==> src/rtl/pitch_frame_sequencer_if.sv <==
// pitch_frame_sequencer_if
//   Bundles the handshake and bus signals between the frame sequencer and its
//   datapath: codec sample strobe, sample-buffer write port, FFT start/done,
//   FFT result read address, peak-finder enable/frequency, and the report/status
//   outputs.
//   master : sequencer side (drives capture/fft/read/peak/report outputs)
//   slave  : datapath/environment side (drives run, samples, fft_done, peak_frequency)
interface pitch_frame_sequencer_if #(
  parameter int FFT_WIDTH_LOG_2 = 14
);
  logic                       run;
  logic                       sample_valid;
  logic                       capture_we;
  logic [FFT_WIDTH_LOG_2-1:0] capture_addr;
  logic                       fft_start;
  logic                       fft_done;
  logic [FFT_WIDTH_LOG_2-1:0] read_addr;
  logic                       peak_enable;
  logic [15:0]                peak_frequency;
  logic [15:0]                frequency;
  logic                       frequency_valid;
  logic                       busy;
  logic                       overrun;

  modport master (
    input  run, sample_valid, fft_done, peak_frequency,
    output capture_we, capture_addr, fft_start, read_addr, peak_enable,
           frequency, frequency_valid, busy, overrun
  );

  modport slave (
    output run, sample_valid, fft_done, peak_frequency,
    input  capture_we, capture_addr, fft_start, read_addr, peak_enable,
           frequency, frequency_valid, busy, overrun
  );
endinterface

==> src/rtl/pitch_frame_sequencer.sv <==
// pitch_frame_sequencer
//   Frame controller for the pitch-detection datapath. Captures FFT_WIDTH codec
//   samples, pulses fft_start, waits for fft_done, scans the lower half of the
//   FFT result memory while enabling the peak finder (aligned to the one-cycle
//   read latency), then latches the peak frequency and pulses frequency_valid.
//   Frames run back-to-back while run is high.
// Ports:
//   clk   : system clock, rising edge
//   reset : asynchronous, active-high
//   bus   : pitch_frame_sequencer_if.master (all handshake/bus signals)
module pitch_frame_sequencer #(
  parameter int FFT_WIDTH       = 16384,
  parameter int FFT_WIDTH_LOG_2 = 14
) (
  input  logic                     clk,
  input  logic                     reset,
  pitch_frame_sequencer_if.master  bus
);

  typedef enum logic [2:0] {
    IDLE      = 3'd0,
    CAPTURE   = 3'd1,
    TRANSFORM = 3'd2,
    SCAN      = 3'd3,
    FLUSH     = 3'd4,
    REPORT    = 3'd5
  } state_t;

  localparam logic [FFT_WIDTH_LOG_2-1:0] CAP_LAST  = FFT_WIDTH_LOG_2'(FFT_WIDTH - 1);
  localparam logic [FFT_WIDTH_LOG_2-1:0] SCAN_LAST = FFT_WIDTH_LOG_2'(FFT_WIDTH/2 - 1);

  state_t                     state_q;
  logic [FFT_WIDTH_LOG_2-1:0] cap_addr_q, cap_addr_d;
  logic [FFT_WIDTH_LOG_2-1:0] rd_addr_q, rd_addr_d;
  logic                       fft_start_q;
  logic                       peak_en_q;
  logic                       fv_q;
  logic                       ovr_q;
  logic [15:0]                freq_q;

  logic accept;
  logic dropped;

  // A sample is written only while capturing with run still high; a run drop
  // in the same cycle discards it together with the partial frame.
  assign accept  = (state_q == CAPTURE) && bus.run && bus.sample_valid;
  // Samples during the analysis phases of a run cannot be stored.
  assign dropped = bus.run && bus.sample_valid &&
                   ((state_q == TRANSFORM) || (state_q == SCAN) ||
                    (state_q == FLUSH)     || (state_q == REPORT));

  assign cap_addr_d = cap_addr_q + 1'b1;
  assign rd_addr_d  = rd_addr_q + 1'b1;

  always_ff @(posedge clk or posedge reset) begin
    if (reset) begin
      state_q     <= IDLE;
      cap_addr_q  <= '0;
      rd_addr_q   <= '0;
      fft_start_q <= 1'b0;
      peak_en_q   <= 1'b0;
      fv_q        <= 1'b0;
      ovr_q       <= 1'b0;
      freq_q      <= 16'd0;
    end else begin
      fft_start_q <= 1'b0;
      fv_q        <= 1'b0;
      // Read data lags the address by one cycle, so the enable lags SCAN by one:
      // high from the 2nd SCAN cycle through FLUSH, low in REPORT.
      peak_en_q   <= (state_q == SCAN);
      if (dropped) ovr_q <= 1'b1;

      case (state_q)
        IDLE: begin
          if (bus.run) begin
            state_q    <= CAPTURE;
            cap_addr_q <= '0;
            ovr_q      <= 1'b0;
          end
        end
        CAPTURE: begin
          if (!bus.run) begin
            state_q <= IDLE;
          end else if (bus.sample_valid) begin
            // Terminal sample: hold the address instead of wrapping.
            if (cap_addr_q == CAP_LAST) begin
              state_q     <= TRANSFORM;
              fft_start_q <= 1'b1;
            end else begin
              cap_addr_q <= cap_addr_d;
            end
          end
        end
        TRANSFORM: begin
          if (bus.fft_done) begin
            state_q   <= SCAN;
            rd_addr_q <= '0;
          end
        end
        SCAN: begin
          if (rd_addr_q == SCAN_LAST) state_q <= FLUSH;
          else                        rd_addr_q <= rd_addr_d;
        end
        FLUSH: state_q <= REPORT;
        REPORT: begin
          freq_q <= bus.peak_frequency;
          fv_q   <= 1'b1;
          if (bus.run) begin
            state_q    <= CAPTURE;
            cap_addr_q <= '0;
          end else begin
            state_q <= IDLE;
          end
        end
        default: state_q <= IDLE;
      endcase
    end
  end

  assign bus.capture_we      = accept;
  assign bus.capture_addr    = cap_addr_q;
  assign bus.fft_start       = fft_start_q;
  assign bus.read_addr       = rd_addr_q;
  assign bus.peak_enable     = peak_en_q;
  assign bus.frequency       = freq_q;
  assign bus.frequency_valid = fv_q;
  assign bus.busy            = (state_q != IDLE);
  assign bus.overrun         = ovr_q;

endmodule

==> src/flat_wrapper.sv <==
// flat-port wrapper written by rule: the top's interface ports become plain ports
module pitch_frame_sequencer_flat 
#(
  parameter int FFT_WIDTH       = 16384,
  parameter int FFT_WIDTH_LOG_2 = 14
)
  (clk, reset, bus_run, bus_sample_valid, bus_fft_done, bus_peak_frequency, bus_capture_we, bus_capture_addr, bus_fft_start, bus_read_addr, bus_peak_enable, bus_frequency, bus_frequency_valid, bus_busy, bus_overrun);
  pitch_frame_sequencer_if #(.FFT_WIDTH_LOG_2(FFT_WIDTH_LOG_2)) bus_i ();
  input  logic clk;
  input  logic reset;
  input wire logic [$bits(bus_i.run)-1:0] bus_run;
  input wire logic [$bits(bus_i.sample_valid)-1:0] bus_sample_valid;
  input wire logic [$bits(bus_i.fft_done)-1:0] bus_fft_done;
  input wire logic [$bits(bus_i.peak_frequency)-1:0] bus_peak_frequency;
  output wire logic [$bits(bus_i.capture_we)-1:0] bus_capture_we;
  output wire logic [$bits(bus_i.capture_addr)-1:0] bus_capture_addr;
  output wire logic [$bits(bus_i.fft_start)-1:0] bus_fft_start;
  output wire logic [$bits(bus_i.read_addr)-1:0] bus_read_addr;
  output wire logic [$bits(bus_i.peak_enable)-1:0] bus_peak_enable;
  output wire logic [$bits(bus_i.frequency)-1:0] bus_frequency;
  output wire logic [$bits(bus_i.frequency_valid)-1:0] bus_frequency_valid;
  output wire logic [$bits(bus_i.busy)-1:0] bus_busy;
  output wire logic [$bits(bus_i.overrun)-1:0] bus_overrun;
  assign bus_i.run = bus_run;
  assign bus_i.sample_valid = bus_sample_valid;
  assign bus_i.fft_done = bus_fft_done;
  assign bus_i.peak_frequency = bus_peak_frequency;
  assign bus_capture_we = bus_i.capture_we;
  assign bus_capture_addr = bus_i.capture_addr;
  assign bus_fft_start = bus_i.fft_start;
  assign bus_read_addr = bus_i.read_addr;
  assign bus_peak_enable = bus_i.peak_enable;
  assign bus_frequency = bus_i.frequency;
  assign bus_frequency_valid = bus_i.frequency_valid;
  assign bus_busy = bus_i.busy;
  assign bus_overrun = bus_i.overrun;
  pitch_frame_sequencer #(.FFT_WIDTH(FFT_WIDTH), .FFT_WIDTH_LOG_2(FFT_WIDTH_LOG_2)) u_core (.clk(clk), .reset(reset), .bus(bus_i));
endmodule
==> config.mk <==
export PLATFORM = sky130hd
export DESIGN_NAME = pitch_frame_sequencer_flat
export DESIGN_NICKNAME = d
export VERILOG_FILES = /design/src/rtl/pitch_frame_sequencer_if.sv /design/src/rtl/pitch_frame_sequencer.sv /design/src/flat_wrapper.sv
export SDC_FILE = /design/constraint.sdc
export NUM_CORES = 1
export LEC_CHECK = 0
export ABC_AREA = 1
export CAP_MARGIN = 10
export CORE_UTILIZATION = 38
export CTS_CLUSTER_SIZE = 25
export DETAILED_ROUTE_END_ITERATION = 10
export DONT_BUFFER_PORTS = 1
export PLACE_DENSITY = 0.64
export REMOVE_ABC_BUFFERS = 1
export SETUP_SLACK_MARGIN = 0.1
export SYNTH_ARGS = -nofsm -noshare
export SYNTH_HDL_FRONTEND = slang
export SYNTH_SLANG_ARGS = --single-unit
export TNS_END_PERCENT = 30
==> constraint.sdc <==
create_clock -name clk -period 5.2 [get_ports clk]
set_input_delay 1.56 -clock clk [delete_from_list [all_inputs] [get_ports clk]]
set_output_delay 1.56 -clock clk [all_outputs]
set_load 0.02 [all_outputs]
# Yosys cells after proc, flatten, opt, wreduce, memory -nomap -nowiden
# Index checks and enable logic that the tools add are counted.
totals:
  out_inout_bits: 50
  word_cells: 66
  input_bits: 21
  register_bits: 51
op_classes:
  reduce_logical: 15
  add_sub_neg: 2
  mux: 24
  eq_ne: 17
op_table:
  columns: ["operator", "count"]
  rows:
  - ["2-to-1 mux 14 bit", 6]
  - ["one-hot mux 14 bit (2 select lines)", 2]
  - ["adder 14 x 1 -> 14 bit, second input constant", 2]
  - ["2-to-1 mux 3 bit", 6]
  - ["one-hot mux 3 bit (6 select lines)", 1]
  - ["equality test 14 x 13 -> 1 bit, second input constant", 1]
  - ["equality test 14 bit, second input constant", 1]
  - ["!= test 2 bit, second input constant", 7]
  - ["AND reduction 5 bit", 2]
  - ["2-to-1 mux 1 bit", 9]
  - ["equality test 3 x 2 -> 1 bit, second input constant", 2]
  - ["equality test 3 bit, second input constant", 2]
  - ["!= test 3 bit, second input constant", 2]
  - ["logical AND 1 bit", 4]
  - ["nonzero test 2 bit", 2]
  - ["equality test 3 x 1 -> 1 bit, second input constant", 1]
  - ["logical NOT 3 bit", 1]
  - ["logical OR 1 bit", 3]
  - ["AND reduction 3 bit", 1]
  - ["nonzero test 3 bit", 1]
  - ["!= test 2 x 1 -> 1 bit, second input constant", 1]
  - ["OR reduction 2 bit", 1]

# Logic depth before layout (Yosys ltp)
logic_depth:
  depth_word: 8
  mapped_depth: 12
  mapped_depth_nobuf: 10

# Worst setup path after synthesis
# No wires, ideal clock.
synth_timing:
  path_type: "input -> output"
  start: "input port bus_sample_valid"
  end: "output port bus_capture_we"
  arrival_time_ns: 2.105
  stages: 2
  n_path_buf: 0
  path_slack_ns: 1.535
  required_time_ns: 3.640
  cell_sequence: "nand2_1 -> nor3_1"
synth_via:
  elab_chain_cells: 1
synth_lines:
  columns: ["element", "line", "rtl"]
  rows:
  - ["start: declaration", "flat_wrapper.sv:12", "input wire logic [$bits(bus_i.sample_valid)-1:0] bus_sample_valid;"]
  - ["logical AND 1 bit", "pitch_frame_sequencer.sv:46", "assign accept = (state_q == CAPTURE) && bus.run && bus.sample_valid;"]
  - ["end: declaration", "flat_wrapper.sv:15", "output wire logic [$bits(bus_i.capture_we)-1:0] bus_capture_we;"]
# No other way between the ends.

# Worst setup path in the final report
# Same ends and word-level chain as after synthesis.

==> impl_metrics.env <==
export IMPL_hp_class="flip-flop to flip-flop"
export IMPL_maxSlewHeadroom_pct=57.3
export IMPL_grt_pass1_wl_mm=10.9
export IMPL_htreeDepth=2
export IMPL_num_rows=31
export IMPL_syn_area_per_cell_um2=7.08
export IMPL_post_cts_resized=0
export IMPL_startpoint_type="input pin"
export IMPL_slew_violations=0
export IMPL_antenna_left=0
export IMPL_fin_nets=422
export IMPL_die_w_um=88.1
export IMPL_cts_buffers=5
export IMPL_syn_inst=398
export IMPL_dp_hpwl_mm=4.72
export IMPL_slowest_stage="nor3_1"
export IMPL_ir_worst_vdd_v=0.000199
export IMPL_fin_worst_skew_ns=0.00761
export IMPL_yosysMostFrequentCell="nand2_1"
export IMPL_synthTopCellsByArea="dfrtp_1 45%, nand2_1 24%, nand3_1 5.7%"
export IMPL_placed_cell_area_um2=2900
export IMPL_first_pass_iters=4
export IMPL_final_setup_tns_ns=0
export IMPL_vias=2440
export IMPL_path_class="input pin to output pin"
export IMPL_insertion_delay_ns=0.30
export IMPL_grt_max_degree=27
export IMPL_tritoncts="done"
export IMPL_cp_max_fo=2
export IMPL_initial_utilization_pct=39.1
export IMPL_crit_path_max_incr_delay_ns=0.53
export IMPL_status="finished, final reports clean"
export IMPL_post_route_period_util_pct=71.2
export IMPL_fmax_ghz=0.270
export IMPL_required_ns=3.64
export IMPL_grt_pass1_vias=2371
export IMPL_yosysTopAreaCellShare_pct=45.3
export IMPL_post_route_cells_drive_above_1_share_pct=7.75
export IMPL_area_growth_pct=6.39
export IMPL_hold_ws_ns=0.599
export IMPL_setup_ws_ns=1.50
export IMPL_clkSinkCount=51
export IMPL_endpoint_kind="output pin"
export IMPL_grt_overflow_total=0
export IMPL_drc=0
export IMPL_via_per_inst=4.89
export IMPL_cp_data_arrival_time_ns=2.14
export IMPL_tightestPinTransition_ns=0.636
export IMPL_timing_critical_path_buf_inv=0
export IMPL_cts_root_buf="clkbuf_8"
export IMPL_yosys_top_cells_count="183 x nand2_1, 51 x dfrtp_1, 42 x nor2_1, 32 x nand3_1, 29 x inv_1"
export IMPL_die_h_um=88.1
export IMPL_synth_top_cell_by_area="dfrtp_1"
export IMPL_path_clk_slew_ns=0.09
export IMPL_cts_hold_buf=0
export IMPL_leakagePower_nw=1.52
export IMPL_maxCapViolCount=0
export IMPL_grt_antenna_before_repair=0
export IMPL_total_power_mw=1.58
export IMPL_core_area_um2=7210
export IMPL_dieArea_um2=7770
export IMPL_num_antenna_cells=0
export IMPL_cts_setup_buffers=0
export IMPL_port_buffers=0
export IMPL_yosysWarnings=0
export IMPL_synthesis_area_um2=2820
export IMPL_drt_initial_drc_count=158
export IMPL_ys_async_sr_fraction_pct=100
export IMPL_synth_edf_count=0
export IMPL_path_cells="nand2_1 > nor3_1"
export IMPL_rsz0062_at_grt="false"
export IMPL_final_hold_viol_count=0
export IMPL_ys_ff_latch=51
export IMPL_drt_total_wl_mm=6.45
export IMPL_setup_viol=0
export IMPL_fin_crit_ns=3.70
export IMPL_yosysUniqueCellTypes=31
export IMPL_track_usage_pct=18.2
export IMPL_path_delay_family="simple AND/OR/NAND/NOR gates"
export IMPL_yosysSeqAreaShare_pct=45.3
export IMPL_wl_per_cell_um=12.9
export IMPL_place_worst_setup_slack_ns=1.49
export IMPL_synth_flop_cell="dfrtp_1"
export IMPL_place_congestion=0.890
export IMPL_power_density_nw_per_um2=525
export IMPL_clk_path_buf_depth=2
export IMPL_ioPinCount=71
export IMPL_postLayoutCellArea_um2=3000
==> stage by stage <==
step	std cells	util [%]
after detailed placement	491	40.3
after global placement	491	40.3
final	499	41.6
after floorplan	391	-
after global routing	499	41.6
after CTS	499	41.6
==> registers in the layout, summed over array words and instances, names as in the netlist <==
register,count
u_core.bus.capture_addr,14
u_core.bus.fft_start,1
u_core.bus.frequency,16
u_core.bus.frequency_valid,1
u_core.bus.overrun,1
u_core.bus.peak_enable,1
u_core.bus.read_addr,14
u_core.state_q,3
==> path summary, 6_finish.rpt <==
check                                                    startpoint                                    to  slack [ns]  cells past startpoint
min in group asynchronous                                     reset  u_core.bus.frequency[13]$_DFFE_PP0N_        1.17                      1
worst min register to register        u_core.state_q[1]$_DFFE_PP0P_         u_core.state_q[1]$_DFFE_PP0P_        0.60                      2
worst max register to register  u_core.bus.read_addr[1]$_DFFE_PP0P_         u_core.state_q[0]$_DFFE_PP0P_        3.17                     10
max in group asynchronous                                     reset  u_core.bus.read_addr[10]$_DFFE_PP0P_        3.27                      2
worst min-delay path                  u_core.state_q[1]$_DFFE_PP0P_         u_core.state_q[1]$_DFFE_PP0P_        0.60                      2
worst max-delay path                               bus_sample_valid                        bus_capture_we        1.50                      2
==> report_power, final <==
part / leakage, nW / internal, mW / switching (mW)
clock network: 0.0484 / 0.109 / 0.133
registers: 0.666 / 0.523 / 0.284
logic: 0.801 / 0.157 / 0.368
total: 1.52 / 0.789 / 0.786
==> placed cells by master, fill, tap and decap left out, types with 3 or more instances in the layout <==
cell type,n
nor3_1,5
dfrtp_1,51
nand2_4,3
o21ai_0,6
inv_2,4
inv_1,28
clkbuf_8,6
nand2_1,183
nand3_1,32
nor2_1,42
xor2_1,5
or2_2,4
nor2_2,4
nand4_1,3
==> cells by family after synthesis <==
family | Yosys count | share of synthesized area, %
AND/OR/NAND/NOR | 283 | 42.4
AO/OA/AOI/OAI | 13 | 2.89
adder cells (fa/ha/maj) | 2 | 0.888
buffers and inverters | 42 | 6.39
flip-flops | 51 | 45.3
XOR/XNOR | 7 | 2.17
==> area by class of cell <==
class | count | area [µm²]
Clock buffer | 7 | 86.3
Fill cell | 790 | 4220
Multi-Input combinational cell | 305 | 1360
Sequential cell | 51 | 1280
Inverter | 35 | 134
Clock inverter | 1 | 8.76
Timing Repair Buffer | 1 | 7.51
Tap cell | 99 | 124
==> worst min-delay path, stage by stage, from the launching register on <==
cell	delay, ns
dfrtp_1	0.44
nand2_1	0.08
nand2_1	0.05
==> routing by layer <==
metal / up-vias / routed length (µm) / global-route usage, %
met1: 1126 / 2890 / 23.2
met3: 9 / 361 / 4.62
met4: 0 / 117 / 7.33
met2: 76 / 3080 / 29.5
li1: 1229 / - / -
met5: - / 0 / 0
Note: power is estimated with default switching activity, not from simulation.
